[src/rtl/vram_arbiter.sv]
// Shares split VRAM between the VDP (absolute priority on DLClk slots) and one
// auxiliary requester whose accesses are posted through a small FIFO.
module vram_arbiter #(
    parameter int unsigned FIFO_DEPTH = 4,
    parameter int unsigned TIMEOUT    = 255
) (
    input  logic        clk,
    input  logic        reset_n,
    input  logic        enable,
    input  logic        vdp_slot,
    input  logic [16:0] vdp_addr,
    input  logic [7:0]  vdp_wdata,
    input  logic        vdp_we,
    output logic [15:0] vdp_rdata,
    input  logic        aux_req,
    input  logic        aux_we,
    input  logic [16:0] aux_addr,
    input  logic [7:0]  aux_wdata,
    output logic        aux_ready,
    output logic        aux_rvalid,
    output logic [7:0]  aux_rdata,
    output logic        busy,
    output logic        timeout,
    output logic [15:0] mem_addr,
    output logic [7:0]  mem_data,
    output logic        mem_we_lo,
    output logic        mem_we_hi,
    input  logic [7:0]  mem_q_lo,
    input  logic [7:0]  mem_q_hi
);

    localparam int unsigned AW         = $clog2(FIFO_DEPTH);
    localparam logic [AW:0] FULL_COUNT = (AW + 1)'(FIFO_DEPTH);
    localparam logic [15:0] TIMEOUT_C  = 16'(TIMEOUT);

    // Entry layout: {we, addr[16:0], wdata[7:0]}
    logic [25:0]   fifo_q [FIFO_DEPTH];
    logic [AW-1:0] wr_ptr_q, rd_ptr_q;
    logic [AW:0]   count_q;
    logic          read_pending_q, rd_issue_q, rd_bank_q, vdp_cycle_q, timeout_q;
    logic [15:0]   starve_q, starve_d;
    logic [15:0]   vdp_rdata_q;
    logic [7:0]    aux_rdata_q;

    logic          port_en, empty, full, push, issue;
    logic [25:0]   head;
    logic [7:0]    rd_sel;

    always_comb begin
        // Reset also forces the port idle, not just the registered state.
        port_en   = enable & reset_n;
        empty     = (count_q == '0);
        full      = (count_q == FULL_COUNT);
        aux_ready = port_en & ~full & ~read_pending_q;
        push      = aux_req & aux_ready;
        head      = fifo_q[rd_ptr_q];
        issue     = port_en & ~vdp_slot & ~empty;
        rd_sel    = rd_bank_q ? mem_q_hi : mem_q_lo;
    end

    always_comb begin
        mem_addr  = 16'hFFFF;
        mem_data  = 8'hFF;
        mem_we_lo = 1'b0;
        mem_we_hi = 1'b0;
        if (port_en && vdp_slot) begin
            mem_addr  = vdp_addr[15:0];
            mem_data  = vdp_wdata;
            mem_we_lo = vdp_we & ~vdp_addr[16];
            mem_we_hi = vdp_we & vdp_addr[16];
        end else if (issue) begin
            mem_addr  = head[23:8];
            mem_data  = head[7:0];
            mem_we_lo = head[25] & ~head[24];
            mem_we_hi = head[25] & head[24];
        end
    end

    always_comb begin
        starve_d = starve_q;
        if (issue) begin
            starve_d = '0;
        end else if (enable && !empty && starve_q != TIMEOUT_C) begin
            starve_d = starve_q + 16'd1;
        end
    end

    // Storage needs no reset; validity is tracked by count_q.
    always_ff @(posedge clk) begin
        if (push) begin
            fifo_q[wr_ptr_q] <= {aux_we, aux_addr, aux_wdata};
        end
    end

    always_ff @(posedge clk or negedge reset_n) begin
        if (!reset_n) begin
            wr_ptr_q       <= '0;
            rd_ptr_q       <= '0;
            count_q        <= '0;
            read_pending_q <= 1'b0;
            rd_issue_q     <= 1'b0;
            rd_bank_q      <= 1'b0;
            vdp_cycle_q    <= 1'b0;
            timeout_q      <= 1'b0;
            starve_q       <= '0;
            vdp_rdata_q    <= '0;
            aux_rdata_q    <= '0;
        end else begin
            if (push) begin
                wr_ptr_q <= wr_ptr_q + 1'b1;
            end
            if (issue) begin
                rd_ptr_q  <= rd_ptr_q + 1'b1;
                rd_bank_q <= head[24];
            end
            if (push && !issue) begin
                count_q <= count_q + 1'b1;
            end else if (!push && issue) begin
                count_q <= count_q - 1'b1;
            end
            if (push && !aux_we) begin
                read_pending_q <= 1'b1;
            end else if (rd_issue_q) begin
                read_pending_q <= 1'b0;
            end
            rd_issue_q  <= issue & ~head[25];
            vdp_cycle_q <= port_en & vdp_slot;
            if (vdp_cycle_q) begin
                vdp_rdata_q <= {mem_q_hi, mem_q_lo};
            end
            if (rd_issue_q) begin
                aux_rdata_q <= rd_sel;
            end
            starve_q  <= starve_d;
            timeout_q <= timeout_q | (starve_d == TIMEOUT_C);
        end
    end

    // Read data is shown combinationally in the completion cycle, then held.
    assign aux_rvalid = rd_issue_q;
    assign aux_rdata  = rd_issue_q ? rd_sel : aux_rdata_q;
    assign vdp_rdata  = vdp_rdata_q;
    assign busy       = ~empty | read_pending_q;
    assign timeout    = timeout_q;

endmodule

[config.mk]
export PLATFORM = sky130hd
export DESIGN_NAME = vram_arbiter
export DESIGN_NICKNAME = d
export VERILOG_FILES = /design/src/rtl/vram_arbiter.sv
export SDC_FILE = /design/constraint.sdc
export NUM_CORES = 1
export LEC_CHECK = 0
export ABC_CLOCK_PERIOD_IN_PS = 3800
export BUFFER_PORTS_ARGS = -buffer_cell sky130_fd_sc_hd__buf_2
export CAP_MARGIN = 10
export CELL_PAD_IN_SITES_DETAIL_PLACEMENT = 1
export CELL_PAD_IN_SITES_GLOBAL_PLACEMENT = 1
export CORE_MARGIN = 2
export CORE_UTILIZATION = 40
export CTS_CLUSTER_SIZE = 28
export DETAILED_ROUTE_END_ITERATION = 10
export GPL_TIMING_DRIVEN = 0
export MAX_ROUTING_LAYER = met4
export PLACE_DENSITY = 0.71
export SYNTH_ARGS = -nofsm -noshare
export SYNTH_HDL_FRONTEND = slang
export SYNTH_SLANG_ARGS = --single-unit
[constraint.sdc]
create_clock -name clk -period 3.8 [get_ports clk]
set_input_delay 0.57 -clock clk [delete_from_list [all_inputs] [get_ports clk]]
set_output_delay 0.57 -clock clk [all_outputs]
set_load 0.1 [all_outputs]
After elaboration in Yosys (flattened, before gate mapping)
Memories as Yosys holds them, arrays and structs flattened.
Index checks and enable logic that the tools add are counted.
{"block": "op_classes", "addsub": 5, "n_eq_ne": 3, "muxes": 18, "bitwise_logic": 21, "n_reduce_logical": 13}
{"operator": "16-bit two-way mux", "count": 4}
{"operator": "8-bit two-way mux", "count": 4}
{"operator": "16-bit by 1-bit adder with 16-bit output, second input constant", "count": 1}
{"operator": "16-bit by 8-bit == test with 1-bit output, second input constant", "count": 1}
{"operator": "16-bit by 8-bit inequality test with 1-bit output, second input constant", "count": 1}
{"operator": "1-bit bitwise AND", "count": 12}
{"operator": "1-bit two-way mux", "count": 8}
{"operator": "1-bit NOT", "count": 7}
{"operator": "1-bit logical AND", "count": 6}
{"operator": "3-bit two-way mux", "count": 2}
{"operator": "2-bit by 1-bit adder with 2-bit output, second input constant", "count": 2}
{"operator": "1-bit logical NOT", "count": 4}
{"operator": "2-bit nonzero test", "count": 2}
{"operator": "3-bit by 1-bit adder with 3-bit output, second input constant", "count": 1}
{"operator": "3-bit == test, second input constant", "count": 1}
{"operator": "3-bit logical NOT", "count": 1}
{"operator": "3-bit by 1-bit subtractor with 3-bit output, second input constant", "count": 1}
{"operator": "1-bit OR", "count": 2}
{"block": "word_totals", "register_bits": 52, "ram_bits": 104, "memories": 1}
{"memory": "fifo_q", "words": 4, "width": 26, "read_ports": 1, "rd_clocked_by_memory_dff": 0, "write_ports": 1, "line_no": "37", "rtl": "logic [25:0] fifo_q [FIFO_DEPTH];"}

Depth between registers and ports, before layout
{"block": "depth", "word_depth": 9, "ltp_mapped": 11}

Least setup slack after synthesis
OpenSTA, ideal clock, no wires.
{"block": "synth_path", "path_kind": "input to register", "start": "in enable", "end": "reg count_q[2]", "setup_time_ns": 0.079, "arrival_time_ns": 4.553, "required_ns": 3.721, "path_slack_ns": -0.833, "stages": 10, "n_path_buf": 1, "path_cell_list": "nand2_1 a211oi_1 and2_1 clkbuf_1 ha_1 inv_1 fa_1 xor2_1 nor2_1 xor2_1"}
{"block": "synth_between", "elab_chain_len": 7}
{"item": "from (decl)", "line_no": "9", "rtl": "input logic enable,"}
{"item": "1-bit bitwise AND *", "line_no": "51", "rtl": "port_en = enable & reset_n;"}
{"item": "1-bit bitwise AND * (2 in a row)", "line_no": "54", "rtl": "aux_ready = port_en & ~full & ~read_pending_q;"}
{"item": "via aux_ready", "line_no": "19", "rtl": "output logic aux_ready,"}
{"item": "1-bit bitwise AND *", "line_no": "55", "rtl": "push = aux_req & aux_ready;"}
{"item": "1-bit logical NOT", "line_no": "118", "rtl": "end else if (!push && issue) begin"}
{"item": "1-bit logical AND", "line_no": "118"}
{"item": "2-bit nonzero test (no source line)"}
{"item": "to (signal assigned)", "line_no": "117", "rtl": "count_q <= count_q + 1'b1;"}
{"item": "to (signal assigned)", "line_no": "119", "rtl": "count_q <= count_q - 1'b1;"}
{"item": "to (decl)", "line_no": "39", "rtl": "logic [AW:0] count_q;"}
The timed path passes the listed nets; every way through them passes the cells marked *.
A chain may end at the register's enable or synchronous reset.

Worst setup path in the final report
{"block": "layout_path", "start": "reg count_q[0]", "end": "out mem_addr[2]"}
{"block": "layout_between", "elab_chain_len": 5}
{"item": "3-bit logical NOT", "line_no": "52", "rtl": "empty = (count_q == '0);"}
{"item": "1-bit NOT", "line_no": "57", "rtl": "issue = port_en & ~vdp_slot & ~empty;"}
{"item": "1-bit bitwise AND", "line_no": "57"}
{"item": "16-bit two-way mux", "line_no": "71", "rtl": "end else if (issue) begin"}
{"item": "16-bit two-way mux", "line_no": "66", "rtl": "if (port_en && vdp_slot) begin"}
{"item": "to (decl)", "line_no": "24", "rtl": "output logic [15:0] mem_addr,"}
Every way passes these cells.

==> results.md <==
* Cells after DPL at 746
* VDD IR max at 393 µV
* Share of layout cells above drive strength 1 at 38.8%
* Worst Clk Skew at between 0.008 and 0.009 ns
* First DRT Iteration DRCs at 219
* Crit Reg-Reg Startpoint: count_q[0]
* R2r setup slk at 0.91 ns
* Vert. Die Dim at 132 µm
* PwrDens at 722 nW/µm²
* Inserted Diodes at 0
* Post-synth ARST share at 33.3%
* Endpoints failing setup at 0
* Setup crit end: mem_addr[2]
* Via count at 4097
* Fmax at 0.286 GHz
* Worst setup startpoint: count_q[0]
* Kind of critical path: flip-flop to output port
* Number of synthesized flops with an enable pin at 104
* Clock Tree Buf Depth at 2
* Crit path DAT at around 2.9 ns
* Worst Reg2Reg Path Length in Cells at 11
* Fin nets at 631
* Final count of hold timing violations at 0
* Post-Syn Area per Cell at 16.2 µm²
* Die ar. at around 17000 µm²
* Die span in x at 132 µm
* CTS tree: built
* Fin. max-slew vios at 0
* H-tree depth at 4
* Final Non-Filler Cells at about 800
* Commonest non-fill, non-tap cell in the layout: buf_2
* Least-Margin Pin Slew at 0.897 ns
* Rel. slew slack at 40.2%
* WL/cell at 19.8 µm
* CP Capture Type: output port
* TritonCTS buffer count at 17
* Crit Path Max Fanout at 11
* RSZ-0062 raised after global routing: no
* Clock Latency Late Sink at approximately 0.42 ns
* Area grow syn2layout at 23.3%
* Total track usage at 19.4%
* Fin crit share at 92.0%
* Status: completed
* Shortest period the worst path allows at 3.50 ns
* Startpoint types: flip-flop
* Routed Antenna Nets at 0
* Cell Area, Synth at 6540 µm²
* Total iterations of the first detailed-routing run at 4
* YS warnings at 0
* Post-route DRC violation count at 0
* IO buf count at 126
* Filler cells at 1632
* Netlist cell types at 39
* Vias in the first global route at 4425
* Crit Reg-Reg Endpoint: count_q[2]
* IO Count at 127
* Leakage at 3.03 nW
* Pre-CTS setup slack at -0.838 ns
* Via-to-Cell Ratio at 5.25
* Syn nets at 484
* GRT Residual Overflow at 0
* Fin worst setup slack at 0.304 ns
* Finished Core Util at 50.6%
* # hold bufs at CTS at 0
* Root Buffer: clkbuf_16
* Final WL at 15500 µm
* Predominant post-synthesis flop cell: edfxtp_1
* Reg clk slew, reported paths at 0.06 ns
* Commonest non-fill, non-tap cells in the layout: buf_2, edfxtp_1, dfrtp_1, mux4_2, o22a_1
* CP required at 3.23 ns
* Routability cong. at 0.856
* Hold Path Class: input pin to async pin
* Initial Util at 41.0%
* Clk sinks at 156
* Largest net degree at the start of global routing at between 50 and 60
* Total of max-cap violations at 0
* FF+latch count, synth at ~160
* First-pass GRT wire length at around 25000 µm
* HPWL Detailed at between 10000 and 15000 µm
* # rows at 46
* Core Area at between 15000 and 20000 µm²
* Initial antenna violation count at 0
* Cells after synthesis at 404
* Total Power at just under 0.006 W
* Sequential share of the synthesized area at 67.6%
flip-flops by register name, indices dropped and copies added (netlist names):
register / cells
vdp_rdata: 16
fifo_q: 104
wr_ptr_q: 2
rd_bank_q: 1
aux_rvalid: 1
aux_rdata_q: 8
timeout: 1
count_q: 3
vdp_cycle_q: 1
rd_ptr_q: 2
starve_q: 16
read_pending_q: 1
layout make-up:
type,count,area (µm²),share of cell area (%)
timing repair buffer,129,659,8.18
tap,216,270,3.35
clock buffer,18,429,5.32
clock inverter,14,146,1.82
multi-input combinational,218,2000,24.8
sequential,156,4420,54.9
inverter,8,33.8,0.419
buffer,21,101,1.26
report_power, final:
part	internal (W)	switching, W
logic	0.000574	0.00146
registers	0.00201	0.000126
clock network	0.000965	0.000682
cells by family (layout without fill, tap and decap cells):
group | Yosys count | in the layout | share of synthesized area [%]
adders and majority gates | 7 | 7 | 1.45
muxes | 52 | 52 | 13.3
buffers and inverters | 30 | 190 | 2.05
DFF | 156 | 156 | 67.6
and+or+nand+nor | 89 | 89 | 7.40
AOI/OAI and AO/OA | 52 | 52 | 5.80
xor gates and xnor gates | 18 | 18 | 2.41
routing by layer:
layer	GRT usage [%]	vias up	share of wire, %
li1	-	1878	-
met1	24.8	2092	44
met2	31.3	115	50
met3	4.61	12	4.7
met4	5.25	0	0.82
met5	-	-	0
worst max-delay path, cell delays in order (launching register included):
cell	delay, ns
dfrtp_1	0.47
nor3_4	0.45
nor3_2	0.17
clkinvlp_4	0.11
buf_4	0.20
clkbuf_1	0.44
o22a_1	0.24
buf_2	0.42
per-stage QoR:
| step | TNS (ns) | cell area, µm² | hold WS, ns |
|---|---|---|---|
| global placement | -16.14 | 7450 | 0.461 |
| global route | 0 | 8060 | 0.118 |
| floorplan | 0 | 6550 | 0.274 |
| finish | 0 | 8060 | 0.0911 |
| detailed placement | -16.81 | 7450 | 0.461 |
| CTS | 0 | 8030 | 0.212 |
how the worst min path moves through the flow:
stage,start,to,cells after the start
final,reset_n,starve_q[12],1
after global routing,reset_n,starve_q[9],1
after CTS,reset_n,starve_q[12],1
after detailed placement,timeout,timeout,1
after global placement,timeout,timeout,1
after floorplan,reset_n,aux_rdata_q[0],0
synthesized netlist by cell type (all sizes together) (2+ instances only):
library cell	instances	area share, %
a211oi	2	0.23
a21oi	13	1.1
a31oi	2	0.19
and3	6	0.57
and4	3	0.40
buf	5	0.31
clkbuf	17	1.3
dfrtp	52	20
edfxtp	104	48
ha	6	1.1
inv	8	0.46
mux2	17	2.9
mux2i	9	1.4
mux4	26	9.0
nand2	14	0.80
nand2b	2	0.19
nand3	10	0.77
nand4	8	0.96
nor2	23	1.3
nor3	7	0.71
nor4	9	0.86
o21ai	5	0.38
o22a	25	3.3
o22ai	3	0.29
or3	3	0.29
xnor2	15	2.0
xor2	3	0.40
timing repair:
item	4_1_cts	5_1_grt
setup endpoints to repair	28	16
endpoints found under the hold margin	0	0
pin swaps	0	0
buffers inserted	0	3
gates resized for setup	3	2
Note: power is estimated with default switching activity, not from simulation.
